## src/rtl/gf180_ram_pkg.sv

```systemverilog
// Shared types and constants for the GF180 512x8 SRAM word sequencer.
package gf180_ram_pkg;

    typedef enum logic [1:0] {
        ST_IDLE = 2'd0,
        ST_ACC  = 2'd1,
        ST_LAST = 2'd2,
        ST_DONE = 2'd3
    } state_t;

    localparam int         BYTES_PER_WORD = 4;
    localparam logic       CEN_IDLE       = 1'b0;
    localparam logic       GWEN_IDLE      = 1'b1;
    localparam logic [7:0] WEN_IDLE       = 8'hFF;

    function automatic logic [7:0] byte_of(input logic [31:0] word, input logic [1:0] idx);
        return word[{idx, 3'b000} +: 8];
    endfunction

endpackage

```

## src/rtl/gf180_ram_word_seq.sv

```systemverilog
// Serialises 32-bit native memory requests into four byte accesses on a GF180 512x8 SRAM.
//
// state | meaning
// IDLE  | waiting for mem_valid; RAM idle
// ACC   | byte k (0..3) presented to the RAM this cycle
// LAST  | reads only: RAM idle while byte 3 is captured
// DONE  | mem_ready pulse, then back to IDLE
module gf180_ram_word_seq
    import gf180_ram_pkg::*;
#(
    parameter int ADDR_W = 9
) (
    input  logic              clk,
    input  logic              resetn,
    input  logic              mem_valid,
    output logic              mem_ready,
    input  logic [ADDR_W-1:0] mem_addr,
    input  logic [31:0]       mem_wdata,
    input  logic [3:0]        mem_wstrb,
    output logic [31:0]       mem_rdata,
    output logic              ram_cen,
    output logic              ram_gwen,
    output logic [7:0]        ram_wen,
    output logic [ADDR_W-1:0] ram_addr,
    output logic [7:0]        ram_wdata,
    input  logic [7:0]        ram_rdata
);

    localparam logic [1:0] K_LAST = 2'(BYTES_PER_WORD - 1);

    state_t            state, state_nxt;
    logic [1:0]        k, k_nxt;
    logic [ADDR_W-3:0] lat_word;
    logic [31:0]       lat_wdata;
    logic [3:0]        lat_wstrb;
    logic              lat_wr;
    logic [31:0]       shadow;
    logic              cap_en;
    logic [1:0]        cap_idx;

    logic              acc_go;
    logic [ADDR_W-3:0] acc_word;
    logic [31:0]       acc_wdata;
    logic [3:0]        acc_wstrb;
    logic              acc_wr;
    logic              cen_nxt, gwen_nxt;
    logic [7:0]        wen_nxt, wdata_nxt;
    logic [ADDR_W-1:0] addr_nxt;

    // RAM pins are registered: this block computes what the next cycle presents.
    always_comb begin
        state_nxt = state;
        k_nxt     = k;
        acc_go    = 1'b0;
        acc_word  = lat_word;
        acc_wdata = lat_wdata;
        acc_wstrb = lat_wstrb;
        acc_wr    = lat_wr;
        case (state)
            ST_IDLE: begin
                if (mem_valid) begin
                    state_nxt = ST_ACC;
                    k_nxt     = 2'd0;
                    acc_go    = 1'b1;
                    acc_word  = mem_addr[ADDR_W-1:2];
                    acc_wdata = mem_wdata;
                    acc_wstrb = mem_wstrb;
                    acc_wr    = |mem_wstrb;
                end
            end
            ST_ACC: begin
                if (k == K_LAST) begin
                    state_nxt = lat_wr ? ST_DONE : ST_LAST;
                end else begin
                    k_nxt  = k + 2'd1;
                    acc_go = 1'b1;
                end
            end
            ST_LAST: state_nxt = ST_DONE;
            default: state_nxt = ST_IDLE;
        endcase

        cen_nxt   = CEN_IDLE;
        gwen_nxt  = GWEN_IDLE;
        wen_nxt   = WEN_IDLE;
        addr_nxt  = ram_addr;
        wdata_nxt = ram_wdata;
        if (acc_go) begin
            addr_nxt  = {acc_word, k_nxt};
            wdata_nxt = byte_of(acc_wdata, k_nxt);
            if (!acc_wr) begin
                cen_nxt = 1'b1;
            end else if (acc_wstrb[k_nxt]) begin
                cen_nxt  = 1'b1;
                gwen_nxt = 1'b0;
                wen_nxt  = 8'h00;
            end
        end
    end

    always_ff @(posedge clk or negedge resetn) begin
        if (!resetn) begin
            state     <= ST_IDLE;
            k         <= 2'd0;
            lat_word  <= '0;
            lat_wdata <= '0;
            lat_wstrb <= '0;
            lat_wr    <= 1'b0;
            shadow    <= '0;
            cap_en    <= 1'b0;
            cap_idx   <= 2'd0;
            mem_ready <= 1'b0;
            mem_rdata <= '0;
            ram_cen   <= CEN_IDLE;
            ram_gwen  <= GWEN_IDLE;
            ram_wen   <= WEN_IDLE;
            ram_addr  <= '0;
            ram_wdata <= '0;
        end else begin
            state     <= state_nxt;
            k         <= k_nxt;
            ram_cen   <= cen_nxt;
            ram_gwen  <= gwen_nxt;
            ram_wen   <= wen_nxt;
            ram_addr  <= addr_nxt;
            ram_wdata <= wdata_nxt;
            mem_ready <= (state_nxt == ST_DONE);
            if (state == ST_IDLE && mem_valid) begin
                lat_word  <= mem_addr[ADDR_W-1:2];
                lat_wdata <= mem_wdata;
                lat_wstrb <= mem_wstrb;
                lat_wr    <= |mem_wstrb;
            end
            // Q for the byte read in ACC k is only valid in the following cycle.
            cap_en  <= (state == ST_ACC) && !lat_wr;
            cap_idx <= k;
            if (cap_en) begin
                shadow[{cap_idx, 3'b000} +: 8] <= ram_rdata;
            end
            if (state == ST_LAST) begin
                mem_rdata <= {ram_rdata, shadow[23:0]};
            end
        end
    end

endmodule

```

## config.mk

```make
export PLATFORM = sky130hd
export DESIGN_NAME = gf180_ram_word_seq
export DESIGN_NICKNAME = d
export VERILOG_FILES = /design/src/rtl/gf180_ram_pkg.sv /design/src/rtl/gf180_ram_word_seq.sv
export SDC_FILE = /design/constraint.sdc
export NUM_CORES = 1
export LEC_CHECK = 0
export CAP_MARGIN = 10
export CORE_AREA = 8 8 111 113
export DETAILED_ROUTE_END_ITERATION = 6
export DIE_AREA = 0 0 119 121
export PLACE_DENSITY = 0.88
export REMOVE_ABC_BUFFERS = 1
export SLEW_MARGIN = 20
export SYNTH_ARGS = -nofsm -noshare
export SYNTH_HDL_FRONTEND = slang
export SYNTH_SLANG_ARGS = --single-unit
```

## constraint.sdc

```tcl
create_clock -name clk -period 2.2 [get_ports clk]
set_clock_uncertainty 0.1 [all_clocks]
set_input_delay 0.44 -clock clk [delete_from_list [all_inputs] [get_ports clk]]
set_output_delay 0.44 -clock clk [all_outputs]
set_load 0.01 [all_outputs]
```

Word-level counts from Yosys, hierarchy flattened. Cells that the tools add are included.

Memories: 0. Bits in latches: 0. Bits in writable memories: 0. Memory bits (read-only): 0. Input bits: 56. Bits in registers: 143. Output and inout port bits: 60.

Mux-type cells: 30. Bitwise logic cells: 0. Shift operators: 3. $mul: 0. Reductions and logical operators: 5. $add $sub $neg: 2. Div/mod/pow operators: 0. Eq/ne operators: 4. Magnitude comparators: 1.

Operators by type and width (count): two-way mux 32 bit (2); bitwise mux 32 bit (1); variable shift 8 x 7 -> 32 bit (first input constant) (1); variable part select 32 x 6 -> 8 bit (1); variable part select 8 x 7 -> 32 bit (1); two-way mux 8 bit (3); two-way mux 7 bit (2); two-way mux 1 bit (12); two-way mux 2 bit (4); two-way mux 4 bit (2); negator 5 -> 7 bit (1); == test 2 bit (second input constant) (3); one-hot mux 2 bit (3 select lines) (1); one-hot mux 2 bit (2 select lines) (1); OR reduction 4 bit (1); less-than comparator 2 x 3 -> 1 bit (second input constant) (1); adder 2 x 1 -> 2 bit (second input constant) (1); binary-select mux 1 bit (select 2 bit) (1); == test 2 x 1 -> 1 bit (second input constant) (1); logical AND 1 bit (2); logical NOT 2 bit (1); one-hot mux 1 bit (2 select lines) (1); logical NOT 1 bit (1).

Logic depth before layout (Yosys ltp). Gate-level depths: netlist (run 1).

Depth in word-level cells: 8. Gate-level depth with buffers: 8. Gate-level depth less buffers: 5.

Worst setup path before layout (run 1). No wires, ideal clock.

Kind: register to register. Start: register cap_idx[0]. End: register shadow[10]. Cell stages (with the launch flop): 6. Setup slack: 0.265 ns. Setup time: 0.070 ns. Path buffers: 0. Clock period less this slack: 1.935 ns. Data arrival time: 1.765 ns. Cell sequence: dfrtp_1 > inv_1 > ha_1 > inv_1 > nor4_1 > a22o_1.

Word-level cells in the longest chain between the ends: 3. Elaborated cells on any way between the ends: 4. Classes of those cells: 1 x add/sub; 2 x shift; 1 x mux.

Ends and longest elaborated chain: from (decl) (line gf180_ram_word_seq.sv:39) `logic [1:0] cap_idx;`; from (signal assigned) (line gf180_ram_word_seq.sv:136) `cap_idx <= k;`; negator 5 -> 7 bit (*) (line gf180_ram_word_seq.sv:138) `shadow[{cap_idx, 3'b000} +: 8] <= ram_rdata;`; variable part select 8 x 7 -> 32 bit / variable shift 8 x 7 -> 32 bit (equally long branches) (line gf180_ram_word_seq.sv:138); bitwise mux 32 bit (*) (line gf180_ram_word_seq.sv:138); to (signal, indexed assignment) (line gf180_ram_word_seq.sv:138); to (decl) (line gf180_ram_word_seq.sv:37) `logic [31:0] shadow;`.

Every way passes the cells marked *; elsewhere a longest branch is shown, timed or not. A chain may end at the register's enable or synchronous reset.

Worst setup path in the final report (run 1).
Start: input mem_valid. End: register ram_wdata[6].

Word-level cells in the longest chain between the ends: 3. Elaborated cells on any way between the ends: 7. Classes of those cells: 1 x shift; 6 x mux.

Ends and longest elaborated chain: from (decl) (line gf180_ram_word_seq.sv:15) `input logic mem_valid,`; two-way mux 2 bit / two-way mux 32 bit (equally long branches) (line gf180_ram_word_seq.sv:61) `if (mem_valid) begin`; one-hot mux 2 bit (2 select lines) / two-way mux 32 bit (equally long branches) (line gf180_ram_word_seq.sv:59) `case (state)`; variable part select 32 x 6 -> 8 bit (line gf180_ram_pkg.sv:17) `return word[{idx, 3'b000} +: 8];`; to (signal assigned) (line gf180_ram_word_seq.sv:126) `ram_wdata <= wdata_nxt;`; to (decl) (line gf180_ram_word_seq.sv:25) `output logic [7:0] ram_wdata,`.

Several ways; a longest one is shown, not always the timed one.

==> run_results.csv, run 1 <==
group,metric,value,unit
floorplanning,initial_core_util,48.3,%
clocking,clockRootBuffer,"clkbuf_8",
clocking,cts_buffers,17,
place,post-dp-hpwl,9.09,mm
cells_and_area,regArea,0.00318,sq mm
detailed_routing,firstDrtPassIters,5,
detailed_routing,vias_per_cell,5.26,
clocking,clkTransAtPathRegs,0.05,ns
setup_path,critPathLaunchType,"input pin",
grt,grt_pass1_vias,4146,
detailed_routing,routedWlPerCell,17.1,um
floorplanning,die_y,121,um
cells_and_area,drive_gt1_share,19.0,%
detailed_routing,drtAntennaViolNets,0,
setup_path,end_kind,"register",
place,placed_area,0.00659,sq mm
synth,synthCells,430,
synth,ys_types,41,
cells_and_area,nFillCells,753,
synth,synth_top_area_share,61.6,%
synth,postSynth.asyncResetShare,100,%
sta,whs,0.295,ns
worst_hold_path,min_path_type,"input pin to asynchronous set/reset pin",
sta,final.period_utilization,95.5,%
pwr,ir_worst_vdd,0.847,mV
setup_path,worstPathMaxFanout,8,
synth,synthFlopType,"dfrtp_1",
sta,setup_tns,0,ns
cells_and_area,fin_cells,719,
synth,synth-warning-count,0,
floorplanning,core-area,0.0106,sq mm
run,drv_cap,0,
sta,fmax,476,MHz
place,portBuffers,113,
cells_and_area,multiInputGateArea,0.00177,sq mm
sta,slew-limit-headroom,49.0,%
clocking,insertion_delay,0.51,ns
detailed_routing,drt-total-wl,12.3,mm
pwr,p_per_area,1540,mW/mm^2
floorplanning,io_pins,116,
sta,slew_viol_final,0,
sta,rsz0062_at_grt,"false",
grt,grt_first_pass_wirelength,20.6,mm
setup_path,crit_required,2.44,ns
synth,synth_top_cell_by_area,"dfrtp_1",
cells_and_area,nets,628,
setup_path,critPathArrivalTime,2.34,ns
detailed_routing,drc,0,
grt,grt-ovfl-total,0,
grt,track_usage,17.9,%
place,place_congestion,0.827,
place,dp.cells,687,
floorplanning,die-area,0.0144,sq mm
pwr,p_leak,0.00339,uW
detailed_routing,vias,3779,
floorplanning,fp.dieW,119,um
grt,antenna_found_initial,0,
floorplanning,rows,38,
synth,avgSynthCellArea,11.9,sq um
setup_path,critPathKind,"input pin to register",
clocking,cts_tree,"yes",
cells_and_area,fin_area,0.00719,sq mm
pwr,finalPower,11000,uW
synth,ys_seq_elements,127,
synth,ys_seq_area_share,62.1,%
cells_and_area,antennaDiodeCount,0,
cells_and_area,area_growth_syn_to_layout,40.3,%
cells_and_area,most-common-layout-cells,"dfrtp_1, nand2_1, clkdlybuf4s50_1",
sta,finalSetupViolations,0,
grt,grt_max_degree,53,
clocking,cts_htree_levels,4,
synth,synth_edf_count,0,
clocking,clockBufferDepth,2,
detailed_routing,drt-initial-drc-count,229,
sta,hold_viol_final,0,
sta,worst_slew_pin_slew,0.760,ns
outcome,status,"finished, final reports clean",
clocking,clock-sinks,127,
cells_and_area,final_common_cell,"dfrtp_1",
synth,synthTopCellsByArea,"dfrtp_1, nand2_1, mux2_2",
sta,finalCriticalPeriod,2.10,ns
synth,syn-cell-area,0.00512,sq mm
through the flow:
step	setup slack (ns)	util, %
2_1_floorplan	-0.565	-
3_3_place_gp	-0.330	62.1
3_5_place_dp	-0.441	62.1
4_1_cts	0.103	67.8
5_1_grt	0.000862	67.8
6_report	0.0999	67.8
area by class of cell:
class                           instances  area share, %
Sequential cell                       127           44.2
Multi-Input combinational cell        270           24.6
Timing Repair Buffer                  147           20.2
Clock buffer                           25           6.88
Tap cell                              140           2.44
Clock inverter                          5           1.43
Inverter                                5          0.261
cell families after synthesis:
family                     share of synthesized area [%]
DFF                                                 62.1
muxes                                               10.8
AOI/OAI and AO/OA                                   10.1
buffers and inverters                               3.54
and+or+nand+nor                                     12.6
adders and majority gates                          0.977
sequential cells by signal, indices dropped and copies added (netlist names):
name,count
cap_idx,2
lat_word,7
cap_en,1
ram_wen,1
mem_rdata,32
lat_wdata,32
lat_wr,1
state,2
lat_wstrb,4
shadow,24
k,2
ram_cen,1
ram_addr,9
ram_wdata,8
mem_ready,1
timing repair:
item                                    CTS  global route
endpoints found under the setup margin    9             0
endpoints found under the hold margin    25             0
hold buffers                              1             0
resized for setup                         9             0
buffers inserted                          1             0
Yosys cell counts, types with 5 or more instances:
cell type and n:
nand2_1 119, inv_1 5, nor2_1 13, dfrtp_1 126, a22oi_1 5, a21oi_1 5
a22o_1 24, buf_4 9, o221ai_1 5, mux2i_1 9, buf_2 13, clkbuf_1 5
mux2_2 37, a31oi_1 7
critical path, cell delays in order:
cell	delay [ns]
clkdlybuf4s50_1	0.48
or3b_1	0.54
o211ai_2	0.29
buf_4	0.23
mux2i_1	0.21
o221ai_1	0.15
report_power, final:
group	internal (uW)	total (uW)	switching [uW]
logic	2270	4350	2080
clock network	1860	2770	909
registers	3380	3910	530
total	7510	11000	3520
path summary, 6_finish.rpt:
kind	end	slack [ns]	start	depth (start not counted)
max in group asynchronous	ram_wen[6]	1.07	resetn	3
min in group clk	lat_wdata[29]	0.36	mem_wdata[29]	3
worst max-delay path	ram_wdata[6]	0.1	mem_valid	6
worst min-delay path	mem_rdata[9]	0.29	resetn	2
worst max register to register	ram_wdata[6]	0.11	state[1]	5
worst min register to register	lat_word[5]	0.37	lat_word[5]	2
metal layers:
| metal | GRT usage [%] | share of wire [%] | wire (um) |
|---|---|---|---|
| met5 | 0 | 0 | 0 |
| met4 | 5.06 | 0.45 | 55 |
| met3 | 6.93 | 7.5 | 925 |
| met2 | 29.9 | 50 | 6200 |
| met1 | 21.1 | 42 | 5130 |
No activity file was read; power rests on OpenSTA's default activity.
==> inputs of run 2 (changes only) <==
CORE_AREA = 8 8 116 118   (was 8 8 111 113)
CTS_BUF_LIST = sky130_fd_sc_hd__clkbuf_16   (was default)
DIE_AREA = 0 0 124 126   (was 0 0 119 121)
PLACE_DENSITY = 0.85   (was 0.88)
clock period = 1.9 ns   (was 2.2 ns; I/O delays follow)
==> run_results.csv, run 2 (synthesized netlist as in run 1, its figures left out) <==
group,metric,value,unit
outcome,status,"finished, violations left",
outcome,violations,"setup timing",
floorplanning,die-area,0.0156,sq mm
pwr,p_sw,4570,uW
setup_path,end_kind,"register",
floorplanning,rows,40,
grt,track_usage,18.4,%
grt,grt-ovfl-total,0,
place,place_congestion,0.807,
floorplanning,io_pins,116,
setup_path,cp_slowest_cell,"or3b_4",
cells_and_area,final_common_cell,"dfrtp_1",
setup_path,critPathKind,"register to register",
place,post-dp-hpwl,9.33,mm
cells_and_area,area_growth_syn_to_layout,45.4,%
cells_and_area,post-route-util,63.6,%
cells_and_area,drive_gt1_share,23.7,%
setup_path,r2r_cells,6,
place,portBuffers,113,
detailed_routing,drc,0,
cells_and_area,antennaDiodeCount,0,
place,placed_area,0.00662,sq mm
cells_and_area,nets,641,
sta,rsz0062_at_grt,"true",
sta,finalCriticalPeriod,1.96,ns
pwr,ir_worst_vdd,1.12,mV
clocking,cts_buffers,17,
setup_path,critPathLaunchType,"register",
setup_path,cp_num_cells,6,
setup_path,max_stage_delay,0.47,ns
setup_path,crit_required,2.08,ns
worst_hold_path,holdPathStages,2,
detailed_routing,drtAntennaViolNets,0,
pwr,share_comb_of_total_power,44.9,%
run,drv_cap,0,
pwr,swShare,34.3,%
floorplanning,fp.dieW,124,um
clocking,clockRootBuffer,"clkbuf_16",
sta,fin_ws,-0.0643,ns
grt,antenna_found_initial,0,
pwr,p_per_area,1790,mW/mm^2
floorplanning,core-area,0.0117,sq mm
clocking,insertion_delay,0.41,ns
setup_path,cp_top_family,"simple AND/OR/NAND/NOR gates",
sta,worst_slew_pin_slew,0.524,ns
pwr,p_seq_share,34.3,%
worst_hold_path,min_path_type,"register to register",
detailed_routing,drt-total-wl,13.7,mm
sta,whs,0.373,ns
clocking,clkTransAtPathRegs,0.06,ns
clocking,clockBufferDepth,2,
detailed_routing,vias,3914,
grt,grt_first_pass_wirelength,22.5,mm
detailed_routing,vias_per_cell,5.28,
sta,fmax,509,MHz
cells_and_area,fin_area,0.00745,sq mm
detailed_routing,firstDrtPassIters,4,
sta,slew_viol_final,0,
setup_path,cp.buffers_inverters,2,
sta,finalSetupViolations,4,
sta,hold_viol_final,0,
clocking,clock-sinks,127,
setup_path,worstPathMaxFanout,7,
pwr,p_leak,0.00348,uW
floorplanning,die_y,126,um
pwr,p_clk_share,20.9,%
setup_path,critPathArrivalTime,2.14,ns
sta,final.period_utilization,103,%
setup_path,cp_cell_sequence,"or3b_4 -> o211ai_4 -> buf_12 -> buf_4 -> mux2i_2 -> o211ai_1",
sta,slew-limit-headroom,65.1,%
clocking,cts_tree,"yes",
grt,grt_pass1_vias,4316,
pwr,p_int,8780,uW
cells_and_area,largestRegisters,"lat_wdata (32), mem_rdata (32), shadow (24)",
detailed_routing,routedWlPerCell,18.5,um
detailed_routing,drt-initial-drc-count,287,
cells_and_area,most-common-layout-cells,"dfrtp_1, nand2_1, clkdlybuf4s50_1",
clocking,cts_htree_levels,4,
grt,grt_max_degree,38,
floorplanning,initial_core_util,43.7,%
==> run 2: power groups by stage <==
stage / logic (uW) / registers, uW / clock network (uW)
floorplan: 2410 / 4690 / 0
global placement: 4930 / 4500 / 0
detailed placement: 5180 / 4570 / 0
CTS: 5860 / 4570 / 2820
global route: 6460 / 4700 / 2940
finish: 5990 / 4580 / 2780
==> run 2: cell type report <==
cell class                      instances  area, sq um
Clock inverter                         15         85.1
Fill cell                             873         4260
Inverter                                5         18.8
Sequential cell                       127         3180
Clock buffer                           17          425
Multi-Input combinational cell        271         1890
Timing Repair Buffer                  159         1660
Tap cell                              147          184
==> run 2: routing by layer <==
| metal | up-vias | wire length, um | GRT usage, % |
|---|---|---|---|
| li1 | 1787 | - | - |
| met1 | 1926 | 5400 | 21.4 |
| met2 | 177 | 6850 | 30.5 |
| met3 | 24 | 1230 | 6.39 |
| met4 | 0 | 227 | 6.65 |
| met5 | - | 0 | 0 |
==> run 2: stage by stage <==
stage | total power, uW | setup slack, ns | std cells | TNS, ns
after global placement | 9430 | -0.544 | 698 | -13.94
final | 13300 | -0.0643 | 741 | -0.168
after CTS | 13200 | -0.0911 | 740 | -0.265
after detailed placement | 9740 | -0.615 | 698 | -17.41
after floorplan | 7100 | -0.865 | 402 | -25.16
after global routing | 14100 | -0.126 | 741 | -0.686
==> run 2: worst register-to-register path, stage by stage (launching register included) <==
cell and delay [ns]:
dfrtp_2 0.46, or3b_4 0.48, o211ai_4 0.17, buf_12 0.17
buf_4 0.11, mux2i_2 0.23, o211ai_1 0.12
==> run 2: repair_timing <==
| action | 4_1_cts | 5_1_grt |
|---|---|---|
| hold endpoints to repair | 33 | 0 |
| resized for setup | 37 | 15 |
| hold buffers | 1 | 0 |
| buffers inserted | 6 | 1 |
| pin swaps | 8 | 9 |
| gates cloned | 3 | 0 |
| setup endpoints to repair | 20 | 26 |
==> run 2: path summary, 6_finish.rpt <==
check                             from             to  slack, ns
setup / recovery              state[1]   ram_wdata[4]      -0.06
hold reg to reg            lat_word[1]    lat_word[1]       0.37
setup reg to reg              state[1]   ram_wdata[4]      -0.06
hold / removal             lat_word[1]    lat_word[1]       0.37
max in group asynchronous       resetn  mem_rdata[18]       0.73
min in group asynchronous       resetn  mem_rdata[12]       0.39
